`config.mk`:
```
export PLATFORM = sky130hd
export DESIGN_NAME = program_loader
export DESIGN_NICKNAME = d
export VERILOG_FILES = /design/src/rtl/program_loader_pkg.sv /design/src/rtl/program_loader_word_assembler.sv /design/src/rtl/program_loader.sv
export SDC_FILE = /design/constraint.sdc
export NUM_CORES = 1
export LEC_CHECK = 0
export CORE_ASPECT_RATIO = 1.75
export CORE_MARGIN = 4
export CORE_UTILIZATION = 44
export CTS_CLUSTER_SIZE = 14
export DETAILED_ROUTE_END_ITERATION = 10
export PLACE_DENSITY = 0.72
export SETUP_SLACK_MARGIN = 0.5
export SYNTH_ARGS = -nofsm -noshare
export SYNTH_HDL_FRONTEND = slang
export SYNTH_SLANG_ARGS = --single-unit
```
`constraint.sdc`:
```
create_clock -name i_clk -period 7.2 [get_ports i_clk]
set_clock_uncertainty 0.05 [all_clocks]
set_input_delay 1.44 -clock i_clk [delete_from_list [all_inputs] [get_ports i_clk]]
set_output_delay 1.44 -clock i_clk [all_outputs]
set_load 0.05 [all_outputs]
```
`src/rtl/program_loader_pkg.sv`:
```
// ---------------------------------------------------------------------------
// program_loader_pkg
//   Shared debug-port definitions used by the UART program loader:
//   loader FSM state encoding, UART command codes, response bytes and
//   word/count sizing.
//   No ports (package).
// ---------------------------------------------------------------------------
package program_loader_pkg;

   // Loader FSM states
   typedef enum logic [2:0] {
      ST_IDLE       = 3'd0,
      ST_WAIT_COUNT = 3'd1,
      ST_RECV       = 3'd2,
      ST_WRITE      = 3'd3,
      ST_ACK        = 3'd4
   } loader_state_t;

   // UART debug command codes
   localparam logic [7:0] CMD_LOAD_CODE = 8'h07;   // open a program load

   // Response bytes sent back over the UART
   localparam logic [7:0] RESP_READY = 8'h52;      // 'R'
   localparam logic [7:0] RESP_ERROR = 8'h45;      // 'E'

   // Sizing
   localparam int WORD_BYTES  = 4;
   localparam int COUNT_WIDTH = 7;                 // holds 0..127 words

   // Response byte for a finished load
   function automatic logic [7:0] resp_byte(input logic err);
      return err ? RESP_ERROR : RESP_READY;
   endfunction

endpackage : program_loader_pkg

```
`src/rtl/program_loader_word_assembler.sv`:
```
// ---------------------------------------------------------------------------
// word_assembler
//   Little-endian byte-to-word shift assembler. Each accepted byte enters at
//   the top and older bytes move down, so after four shifts the first byte
//   sits in bits 7:0 and the fourth in bits 31:24. o_word_next shows the word
//   as it would be if i_byte were shifted in now, which lets the parent
//   capture a complete word in the same cycle as the fourth byte.
//
//   Ports:
//     i_clk        clock, rising edge
//     i_rst        synchronous active-high reset
//     i_clear      empty the shift register (start of a new load)
//     i_shift      shift i_byte in this cycle
//     i_byte       byte to shift in
//     o_word_next  {i_byte, previous three bytes}
// ---------------------------------------------------------------------------
module word_assembler (
   input  logic        i_clk,
   input  logic        i_rst,
   input  logic        i_clear,
   input  logic        i_shift,
   input  logic [7:0]  i_byte,
   output logic [31:0] o_word_next
);

   logic [31:0] shift_q;

   assign o_word_next = {i_byte, shift_q[31:8]};

   always_ff @(posedge i_clk) begin
      // NOTE: sequential state is always written with <= so every register
      // samples pre-edge values regardless of statement order.
      if (i_rst || i_clear) begin
         shift_q <= '0;
      end else if (i_shift) begin
         shift_q <= o_word_next;
      end
   end

endmodule : word_assembler

```
`src/rtl/program_loader.sv`:
```
// ---------------------------------------------------------------------------
// program_loader
//   Receives a program over the UART debug link and writes it into
//   instruction memory. Protocol: CMD_LOAD, count N, then 4*N bytes
//   (little-endian words). Answers 'R' on success or 'E' when N is out of
//   range; the CPU is held (o_loading) for the whole transaction.
//
//   Ports:
//     i_clk, i_rst            clock / synchronous active-high reset
//     i_rx_data, i_rx_valid   received byte and its one-cycle strobe
//     i_tx_busy               transmitter occupied
//     o_tx_data, o_tx_start   response byte and its one-cycle send request
//     o_imem_we/addr/data     instruction-memory write port (byte address)
//     o_loading               load in progress, CPU held
//     o_done                  one-cycle pulse on successful completion
//     o_count                 words written by the last load
//     o_err                   sticky out-of-range flag, cleared by next load
// ---------------------------------------------------------------------------
module program_loader
   import program_loader_pkg::*;
#(
   parameter int          ADDR_WIDTH      = 32,
   parameter int          MAX_INSTRUCTION = 64,   // must stay below 128
   parameter logic [7:0]  CMD_LOAD        = CMD_LOAD_CODE
) (
   input  logic                   i_clk,
   input  logic                   i_rst,
   input  logic [7:0]             i_rx_data,
   input  logic                   i_rx_valid,
   input  logic                   i_tx_busy,
   output logic [7:0]             o_tx_data,
   output logic                   o_tx_start,
   output logic                   o_imem_we,
   output logic [ADDR_WIDTH-1:0]  o_imem_addr,
   output logic [31:0]            o_imem_data,
   output logic                   o_loading,
   output logic                   o_done,
   output logic [COUNT_WIDTH-1:0] o_count,
   output logic                   o_err
);

   loader_state_t          state;
   logic [COUNT_WIDTH-1:0] n_words;     // words requested by this load
   logic [COUNT_WIDTH-1:0] word_idx;    // words already written
   logic [1:0]             byte_idx;    // bytes of the current word received

   logic [COUNT_WIDTH-1:0] word_idx_inc;
   logic                   last_word;
   logic                   asm_shift;
   logic                   asm_clear;
   logic [31:0]            asm_word;
   logic [ADDR_WIDTH-1:0]  word_addr;

   assign word_idx_inc = word_idx + COUNT_WIDTH'(1);
   assign last_word    = (word_idx_inc == n_words);
   assign word_addr    = ADDR_WIDTH'({word_idx, 2'b00});

   // A byte is taken into the assembler in RECV, and also in WRITE when
   // another word follows, so a byte strobed during the write cycle becomes
   // byte 0 of the next word instead of being dropped.
   assign asm_shift = i_rx_valid &&
                      ((state == ST_RECV) || (state == ST_WRITE && !last_word));
   assign asm_clear = i_rx_valid && (state == ST_WAIT_COUNT);

   word_assembler u_word_assembler (
      .i_clk       (i_clk),
      .i_rst       (i_rst),
      .i_clear     (asm_clear),
      .i_shift     (asm_shift),
      .i_byte      (i_rx_data),
      .o_word_next (asm_word)
   );

   always_ff @(posedge i_clk) begin
      if (i_rst) begin
         state       <= ST_IDLE;
         n_words     <= '0;
         word_idx    <= '0;
         byte_idx    <= '0;
         o_tx_data   <= '0;
         o_tx_start  <= 1'b0;
         o_imem_we   <= 1'b0;
         o_imem_addr <= '0;
         o_imem_data <= '0;
         o_loading   <= 1'b0;
         o_done      <= 1'b0;
         o_count     <= '0;
         o_err       <= 1'b0;
      end else begin
         // NOTE: strobe outputs default low every cycle; the state that
         // fires them sets them for exactly one cycle.
         o_imem_we  <= 1'b0;
         o_tx_start <= 1'b0;
         o_done     <= 1'b0;

         unique case (state)
            ST_IDLE: begin
               if (i_rx_valid && i_rx_data == CMD_LOAD) begin
                  o_err     <= 1'b0;
                  o_count   <= '0;
                  o_loading <= 1'b1;
                  state     <= ST_WAIT_COUNT;
               end
            end

            ST_WAIT_COUNT: begin
               if (i_rx_valid) begin
                  if (i_rx_data == 8'd0) begin
                     state <= ST_ACK;
                  end else if (int'(i_rx_data) > MAX_INSTRUCTION) begin
                     o_err <= 1'b1;
                     state <= ST_ACK;
                  end else begin
                     n_words  <= i_rx_data[COUNT_WIDTH-1:0];
                     word_idx <= '0;
                     byte_idx <= '0;
                     state    <= ST_RECV;
                  end
               end
            end

            ST_RECV: begin
               if (i_rx_valid) begin
                  if (byte_idx == 2'(WORD_BYTES - 1)) begin
                     // Fourth byte: present the full word during WRITE.
                     byte_idx    <= '0;
                     o_imem_we   <= 1'b1;
                     o_imem_addr <= word_addr;
                     o_imem_data <= asm_word;
                     state       <= ST_WRITE;
                  end else begin
                     byte_idx <= byte_idx + 2'd1;
                  end
               end
            end

            ST_WRITE: begin
               word_idx <= word_idx_inc;
               o_count  <= o_count + COUNT_WIDTH'(1);
               if (last_word) begin
                  state <= ST_ACK;
               end else begin
                  byte_idx <= i_rx_valid ? 2'd1 : 2'd0;
                  state    <= ST_RECV;
               end
            end

            ST_ACK: begin
               if (!i_tx_busy) begin
                  o_tx_start <= 1'b1;
                  o_tx_data  <= resp_byte(o_err);
                  o_done     <= !o_err;
                  o_loading  <= 1'b0;
                  state      <= ST_IDLE;
               end
            end

            default: state <= ST_IDLE;
         endcase
      end
   end

endmodule : program_loader
```
# Yosys cells after proc, flatten, opt, wreduce, memory -nomap -nowiden
# Index checks and enable logic that the tools add are counted.
[op_classes] addsub=3 multipliers=0 div=0 n_lt_le_gt_ge=1 eq_ne=16 shift=0 muxes=34 bitwise=6 reduce_logical=27
[ops] cell="7-bit two-way mux" n=4
[ops] cell="7-bit case mux with 2 select lines" n=2
[ops] cell="3-bit two-way mux" n=8
[ops] cell="3-bit case mux with 5 select lines" n=1
[ops] cell="7-bit by 1-bit adder with 7-bit output, second input constant" n=2
[ops] cell="2-bit inequality test, second input constant" n=7
[ops] cell="2-bit two-way mux" n=6
[ops] cell="5-bit AND reduction" n=2
[ops] cell="1-bit two-way mux" n=9
[ops] cell="8-bit by 3-bit equality test with 1-bit output, second input constant" n=1
[ops] cell="8-bit by 7-bit > comparator with 1-bit output, second input constant" n=1
[ops] cell="8-bit logical NOT" n=1
[ops] cell="4-bit AND reduction" n=2
[ops] cell="2-bit nonzero test" n=4
[ops] cell="7-bit equality test" n=1
[ops] cell="3-bit by 2-bit equality test with 1-bit output, second input constant" n=2
[ops] cell="1-bit inverter" n=6
[ops] cell="2-bit case mux with 3 select lines" n=1
[ops] cell="3-bit AND reduction" n=2
[ops] cell="6-bit AND reduction" n=1
[ops] cell="3-bit OR reduction" n=2
[ops] cell="5-bit two-way mux" n=1
[ops] cell="1-bit logical AND" n=4
[ops] cell="2-bit by 1-bit inequality test with 1-bit output, second input constant" n=2
[ops] cell="11 further kinds" n=15
[word_totals] regBits=110 latch_bits=0 ramBits=0 romBits=0 inputBits=12 output_inout_bits=84 word_cells=101 memories=0

# Depth between registers and ports, before layout
# Gate-level depths: netlist of run 1.
[logic_depth] ltp_word=6 depth_mapped=10 ltp_nobuf=6

# By module
# Synthesis of run 1 repeated with hierarchy kept, for this count alone.
[hier_totals] cells_unflattened=496 hier_area_um2=4176.5
[modules_own_cells] mod="program_loader" instances=1 cells_each=409 area_each_um2=3249.4 seq_area_each_um2=1461.4
[modules_own_cells] mod="word_assembler" instances=1 cells_each=87 area_each_um2=927.1 seq_area_each_um2=480.5

# Worst setup path before layout of run 1
# OpenSTA, ideal clock, no wires.
[synth_timing] path_type="input -> register" start="in i_rx_data[3]" end="reg word_idx[4]" setup_time_ns=0.133 arrival_ns=2.762 required_ns=7.017 path_slack_ns=4.254 cell_stages=6 path_buffers=1 path_cell_list="or3_1 o21a_1 or4_1 clkbuf_1 nand2_1 a311oi_1"
[synth_via] elab_chain_cells=3 elab_cells_between_ends=5 classes_between="order compare: 1; eq/ne: 2; reduce/logical: 2"
[synth_lines] item="from (decl)" line="program_loader.sv:28" rtl="input logic [7:0] i_rx_data,"
[synth_lines] item="8-bit by 7-bit > comparator with 1-bit output or 8-bit logical NOT (tied branches)" line="program_loader.sv:110, program_loader.sv:108"
[synth_lines] item="2-bit inequality test (no line)"
[synth_lines] item="4-bit AND reduction (no line) *"
[synth_lines] item="to (signal assigned)" line="program_loader.sv:138" rtl="word_idx <= word_idx_inc;"
[synth_lines] item="to (decl)" line="program_loader.sv:44" rtl="logic [COUNT_WIDTH-1:0] word_idx;"
# Every way passes the cells marked *; elsewhere a longest branch is shown, timed or not.
# A chain may end at the register's enable or synchronous reset.

# Worst setup path in the final report of run 1
[layout_timing] start="in i_rx_valid" end="reg o_imem_addr[5]"
[layout_via] elab_chain_cells=1
[layout_lines] item="from (decl)" line="program_loader.sv:29" rtl="input logic i_rx_valid,"
[layout_lines] item="3-bit AND reduction (no line)"
[layout_lines] item="to (signal assigned)" line="program_loader.sv:128" rtl="o_imem_addr <= word_addr;"
[layout_lines] item="to (decl)" line="program_loader.sv:34" rtl="output logic [ADDR_WIDTH-1:0] o_imem_addr,"
# No other way between the ends.

==> flow_summary_export.csv, run 1 <==
group,metric,value,unit
drt,firstDrtPassIters,5,
logic_synthesis,netlist.area_leader.share,40.7,%
floorplanning,start_util,44.8,%
finish,finalCoreUtilization,53.2,%
logic_synthesis,yosys.area_share.simple,28.1,%
logic_synthesis,synth.area.top_cells,"dfxtp_1, nand2_1, a21oi_1",
clock_network,cts.path.max_buffers,2,
critical_path,cp_top_family,"simple AND/OR/NAND/NOR gates",
worst_hold_path,min-delay-start,"o_imem_data[8]$_SDFFE_PP0P_",
critical_path,cp_num_buf_inv,2,
floorplanning,num_rows,50,
logic_synthesis,muxShareOfSynthArea,1.47,%
worst_hold_path,min_path_cells,2,
finish,antenna_cells,0,
drt,drcViolationCount,0,
critical_path,r2r_start,"state[1]$_SDFFE_PP0P_",
logic_synthesis,synth_xor_area_share,1.10,%
floorplanning,die-height,146,um
placement,place.gp.congestion,0.802,
logic_synthesis,syn_inst,613,
sta,rsz0062_at_grt,"no",
global_routing,grt_max_degree,77,
drt,wl_per_cell,16.2,um
floorplanning,die-area,12600,um^2
drt,wl,12.6,mm
critical_path,crit_start,"i_rx_valid",
global_routing,use_met3,2.89,%
run,cap_viol_max_count,0,
critical_path,path_depth,6,
logic_synthesis,synth.distinct_cells,46,
clock_network,cts_tree,"done",
logic_synthesis,synth_compound_area_share,17.9,%
clock_network,cts_setup_buffers,0,
critical_path,r2r_slack,3.98,ns
sta,worstMarginPinSlew,1.14,ns
logic_synthesis,synth_top_area_cell,"dfxtp_1",
sta,final-max-slew-violation-count,0,
logic_synthesis,synth_area_per_cell,7.78,um^2
worst_hold_path,hold_end,"o_imem_data[8]$_SDFFE_PP0P_",
clock_network,cts_resized,0,
sta,max_clock_freq,248,MHz
placement,io_buffers,67,
status,outcome,"completed",
logic_synthesis,synth_fa_ha_area_share,0.787,%
global_routing,grt_use_total,19.8,%
power,p_per_area,198,nW/um^2
critical_path,critPathLaunchType,"primary input",
drt,drtIter0Drc,415,
logic_synthesis,yosysSeqAreaShare,40.7,%
finish,final_cell_mix,"nand2_1, dfxtp_1, clkdlybuf4s50_1",
clock_network,cts_buffers,9,
critical_path,arrival,4.25,ns
global_routing,grtUsageMet2,34.7,%
critical_path,rr_worst_depth,6,
clock_network,clk_latency,0.35,ns
clock_network,cts_root_buf,"clkbuf_16",
sta,setup_viol_count_final,0,
critical_path,required,7.42,ns
clock_network,cts_sinks,97,
critical_path,critPathMaxFanout,26,
critical_path,crit_type,"primary input to register",
global_routing,grt_overflow,0,
critical_path,r2r_end,"o_imem_addr[5]$_SDFFE_PP0P_",
finish,final_common_cell,"nand2_1",
critical_path,max_stage_delay,0.93,ns
critical_path,endpoint_kind,"register",
power,leakagePower,0.00199,uW
critical_path,cp_slowest_cell,"and2_0",
finish,nNetsFinal,657,
sta,period_needed,4.03,ns
drt,vias,4486,
global_routing,grtUsageMet1,22.9,%
finish,layout-drive-gt1-share,4.95,%
logic_synthesis,syn_area,4770,um^2
finish,areaGrowthSynthToFinish,18.7,%
clock_network,htreeDepth,3,
floorplanning,io_pins,96,
global_routing,grt.busiest_layer,"met2",
sta,fin_tns_setup,0,ns
global_routing,grt_antenna_before_repair,0,
floorplanning,dieWidth,86.7,um
global_routing,grt_pass1_wl,20.5,mm
clock_network,cts_hold_buf,0,
logic_synthesis,synth_top_family_by_area,"simple AND/OR/NAND/NOR gates",
logic_synthesis,synth-seq-cells,97,
drt,ant_nets,0,
floorplanning,core_area,10600,um^2
sta,maxSlewHeadroom,23.7,%
drt,via_per_inst,5.77,
logic_synthesis,ys_async_sr_fraction,0,%
logic_synthesis,synth_warnings,0,
sta,post-route-period-util,56.0,%
logic_synthesis,synthFlopType,"dfxtp_1",
sta,finalHoldViolations,0,
logic_synthesis,synth_edf_count,0,
placement,detailed_place_hpwl,8.48,mm
clock_network,clkTransAtPathRegs,0.07,ns
global_routing,first_global_vias,4198,
critical_path,path_cells,"clkdlybuf4s50_1 -> and2_0 -> and3_1 -> buf_4 -> nand2_1 -> a21oi_1",
power,ir_drop,0.000130,V
worst_hold_path,worstHoldPathType,"register to register",
finish,fill_cells,1046,
==> logic make-up after synthesis <==
logic type,after synthesis
mux,7
xor+xnor,6
fa+ha+maj,3
other cells,1
simple gates,271
compound gates,138
buf+inv,90
flops,97
==> Yosys cell counts (24+ instances only) <==
cell      instances
a21oi_1          56
a32oi_1          24
and3_1           28
buf_4            32
clkbuf_1         44
dfxtp_1          97
nand2_1         116
nand3_1          36
nor2_1           31
o21ai_0          26
or4_1            27
==> stage by stage <==
| stage | hold slack [ns] | instance area, um^2 | total power [uW] | cells | setup WS (ns) |
|---|---|---|---|---|---|
| 6_report | 0.403 | 5660 | 1120 | 777 | 3.17 |
| 2_1_floorplan | 0.395 | 4870 | 605 | 640 | 4.25 |
| 3_5_place_dp | 0.396 | 5330 | 607 | 761 | 2.89 |
| 3_3_place_gp | 0.385 | 5330 | 607 | 761 | 3.00 |
| 5_1_grt | 0.420 | 5660 | 1150 | 777 | 3.01 |
| 4_1_cts | 0.405 | 5660 | 1130 | 777 | 3.25 |
==> worst reg2reg max path, stage by stage (launching register included) <==
cell	delay (ns)
dfxtp_1	0.46
nor2b_1	0.41
and2_0	0.95
and3_1	0.67
buf_4	0.36
nand2_1	0.11
a21oi_1	0.14
==> flip-flops by register name, summed over array words and instances (netlist names) <==
register and flops:
o_imem_data 32, u_word_assembler.shift_q 24, o_tx_start 1, o_tx_data 3, o_imem_addr 7, n_words 7
o_done 1, word_idx 7, o_loading 1, byte_idx 2, o_count 7, state 3
o_imem_we 1, o_err 1
==> routing by layer <==
| layer | up-vias | share of wire (%) |
|---|---|---|
| met5 | - | 0 |
| met4 | 0 | 2.8 |
| met3 | 27 | 4.6 |
| met2 | 137 | 55 |
| met1 | 2144 | 38 |
| li1 | 2178 | - |
==> layout make-up <==
| class | instances | area (um^2) | area share [%] |
|---|---|---|---|
| Tap cell | 130 | 163 | 2.87 |
| Sequential cell | 97 | 1940 | 34.3 |
| Clock inverter | 6 | 90.1 | 1.59 |
| Clock buffer | 10 | 239 | 4.22 |
| Inverter | 6 | 22.5 | 0.398 |
| Timing Repair Buffer | 75 | 726 | 12.8 |
| Multi-Input combinational cell | 453 | 2480 | 43.8 |
==> worst max-delay path by stage <==
stage                                        to  slack (ns)
floorplan              word_idx[4]$_SDFFE_PP0P_        4.25
global placement    o_imem_addr[5]$_SDFFE_PP0P_        3.00
finish              o_imem_addr[5]$_SDFFE_PP0P_        3.17
detailed placement  o_imem_addr[6]$_SDFFE_PP0P_        2.89
global route        o_imem_data[6]$_SDFFE_PP0P_        3.01
CTS                 o_imem_addr[6]$_SDFFE_PP0P_        3.25
==> power breakdown <==
part / internal, uW / leakage (uW) / total, uW / switching [uW]
Sequential: 536 / 0.000781 / 536 / 0.0694
Clock: 315 / 0.000159 / 528 / 213
Combinational: 7.87 / 0.00105 / 59.6 / 51.8
No activity file was read; power rests on OpenSTA's default activity.
==> inputs of run 2 (changes only) <==
--- a/config.mk
+++ b/config.mk
@@ -10,7 +10,7 @@
 export CORE_UTILIZATION = 44
 export CTS_CLUSTER_SIZE = 14
 export DETAILED_ROUTE_END_ITERATION = 10
-export PLACE_DENSITY = 0.72
+export PLACE_DENSITY = 0.75
 export SETUP_SLACK_MARGIN = 0.5
 export SYNTH_ARGS = -nofsm -noshare
 export SYNTH_HDL_FRONTEND = slang
==> constraint.sdc (replaced) <==
create_clock -name i_clk -period 3.7 [get_ports i_clk]
set_clock_uncertainty 0.05 [all_clocks]
set_input_delay 0.74 -clock i_clk [delete_from_list [all_inputs] [get_ports i_clk]]
set_output_delay 0.74 -clock i_clk [all_outputs]
set_load 0.05 [all_outputs]
==> flow_summary_export.csv, run 2 (synthesis results as in run 1) <==
group,metric,value,unit
global_routing,grt_use_total,19.8,%
power,ir_drop,0.000245,V
critical_path,rr_worst_depth,7,
worst_hold_path,worstHoldPathType,"register to register",
clock_network,cts_setup_buffers,0,
floorplanning,die-area,12600,um^2
floorplanning,dieWidth,86.7,um
finish,nNetsFinal,664,
clock_network,htreeDepth,3,
sta,setup_viol_count_final,0,
clock_network,cts_buffers,9,
floorplanning,num_rows,50,
critical_path,r2r_end,"u_word_assembler.shift_q[11]$_SDFFE_PP0P_",
global_routing,first_global_vias,4307,
drt,met2WireLength,6.84,mm
sta,period_needed,2.95,ns
critical_path,r2r_start,"word_idx[0]$_SDFFE_PP0P_",
power,p_clk_share,41.6,%
critical_path,crit_type,"primary input to register",
sta,post-route-period-util,79.8,%
sta,final-max-slew-violation-count,0,
run,cap_viol_max_count,0,
drt,ant_nets,0,
power,comb_power_share,6.0,%
placement,dp.cells,768,
clock_network,clk_latency,0.34,ns
sta,rsz0062_at_grt,"no",
floorplanning,die-height,146,um
clock_network,cts_sinks,97,
drt,routed.top_layer,"met4",
placement,io_buffers,67,
status,outcome,"completed",
drt,drcViolationCount,0,
power,p_per_area,353,nW/um^2
critical_path,cp_slowest_cell,"nor2_4",
drt,vias,4554,
finish,areaGrowthSynthToFinish,18.2,%
global_routing,grt_pass1_wl,20.5,mm
drt,wl_met1,4.67,mm
worst_hold_path,min-delay-start,"o_tx_data[6]$_SDFFE_PP0P_",
critical_path,max_stage_delay,0.99,ns
critical_path,required,3.93,ns
finish,largest_reg_flops,32,
floorplanning,start_util,44.8,%
clock_network,cts_tree,"done",
worst_hold_path,min_path_cells,2,
critical_path,path_cells,"clkdlybuf4s50_1 -> nor4bb_1 -> nor2_4 -> nand2_1 -> or4_1 -> nand3_1",
sta,maxSlewHeadroom,13.2,%
placement,place.gp.congestion,0.829,
sta,worstMarginPinSlew,1.30,ns
clock_network,cts_resized,0,
finish,antenna_cells,0,
critical_path,arrival,3.18,ns
critical_path,r2r_slack,0.96,ns
finish,final_cell_mix,"nand2_1, dfxtp_1, clkdlybuf4s50_1",
floorplanning,io_pins,96,
clock_network,clkTransAtPathRegs,0.06,ns
drt,drtIter0Drc,448,
finish,final_common_cell,"nand2_1",
finish,reg_top3,"o_imem_data: 32 flops, u_word_assembler.shift_q: 24 flops",
global_routing,grt_max_degree,76,
drt,wl_per_cell,16.2,um
finish,stdcell_count,782,
finish,largest-register,"o_imem_data",
floorplanning,core_area,10600,um^2
clock_network,cts.path.max_buffers,2,
critical_path,critPathMaxFanout,71,
finish,layout-drive-gt1-share,5.37,%
clock_network,cts_root_buf,"clkbuf_16",
critical_path,endpoint_kind,"register",
sta,fin_tns_setup,0,ns
clock_network,cts_hold_buf,0,
drt,wl,12.7,mm
drt,firstDrtPassIters,5,
drt,route.met3.wl,687,um
critical_path,critPathLaunchType,"primary input",
global_routing,grt_overflow,0,
finish,fill_cells,1022,
power,internal-power,1510,uW
power,leakagePower,0.00199,uW
placement,detailed_place_hpwl,8.67,mm
power,swShare,24.2,%
power,power_switching,483,uW
sta,max_clock_freq,339,MHz
worst_hold_path,hold_end,"o_tx_data[6]$_SDFFE_PP0P_",
drt,via_per_inst,5.82,
global_routing,grt_antenna_before_repair,0,
sta,finalHoldViolations,0,
power,p_seq_share,52.4,%
[run 2: worst max path at each step]
stage	startpoint	to	slack [ns]	cells past startpoint
after floorplan	word_idx[0]$_SDFFE_PP0P_	u_word_assembler.shift_q[31]$_SDFFE_PP0P_	1.32	7
after global placement	i_rx_valid	u_word_assembler.shift_q[10]$_SDFFE_PP0P_	0.61	6
after detailed placement	i_rx_valid	u_word_assembler.shift_q[13]$_SDFFE_PP0P_	0.44	6
after CTS	i_rx_valid	u_word_assembler.shift_q[13]$_SDFFE_PP0P_	0.80	6
after global routing	i_rx_valid	u_word_assembler.shift_q[13]$_SDFFE_PP0P_	0.58	6
final	i_rx_valid	u_word_assembler.shift_q[13]$_SDFFE_PP0P_	0.75	6
[run 2: area by class of cell]
cell class	count	area [um^2]	area share [%]
clock buffer	11	233	4.13
inverter	6	22.5	0.399
multi-input combinational	453	2480	44.0
timing repair buffer	82	778	13.8
clock inverter	3	20.0	0.355
tap	130	163	2.88
sequential	97	1940	34.4
[run 2: power by group through the flow]
| stage | clock network (uW) | logic [uW] | registers, uW |
|---|---|---|---|
| after detailed placement | 0 | 117 | 1070 |
| after global placement | 0 | 116 | 1070 |
| after floorplan | 0 | 110 | 1070 |
| final | 829 | 119 | 1040 |
| after CTS | 846 | 117 | 1040 |
| after global routing | 884 | 125 | 1040 |
[run 2: routing by layer]
metal / vias to the layer above / track usage (%)
met2: 173 / 34.7
met3: 42 / 3.85
met5: - / 0
met1: 2144 / 21.8
met4: 0 / 11.1
li1: 2195 / -
[run 2: metrics by stage]
step                      total power (uW)  util [%]  setup WS, ns  area [um^2]  hold slack (ns)
after floorplan                       1180         -          1.32         4870            0.395
after global placement                1180      50.6         0.611         5390            0.386
after detailed placement              1180      50.6         0.437         5390            0.392
after CTS                             2010      53.0         0.798         5640            0.400
after global routing                  2050      53.0         0.584         5640            0.421
final                                 1990      53.0         0.746         5640            0.398
[run 2: worst max-delay path, delay by kind of cell]
kind	cells	cell delay (ns)
buf+inv	1	0.52
simple gates	5	1.91
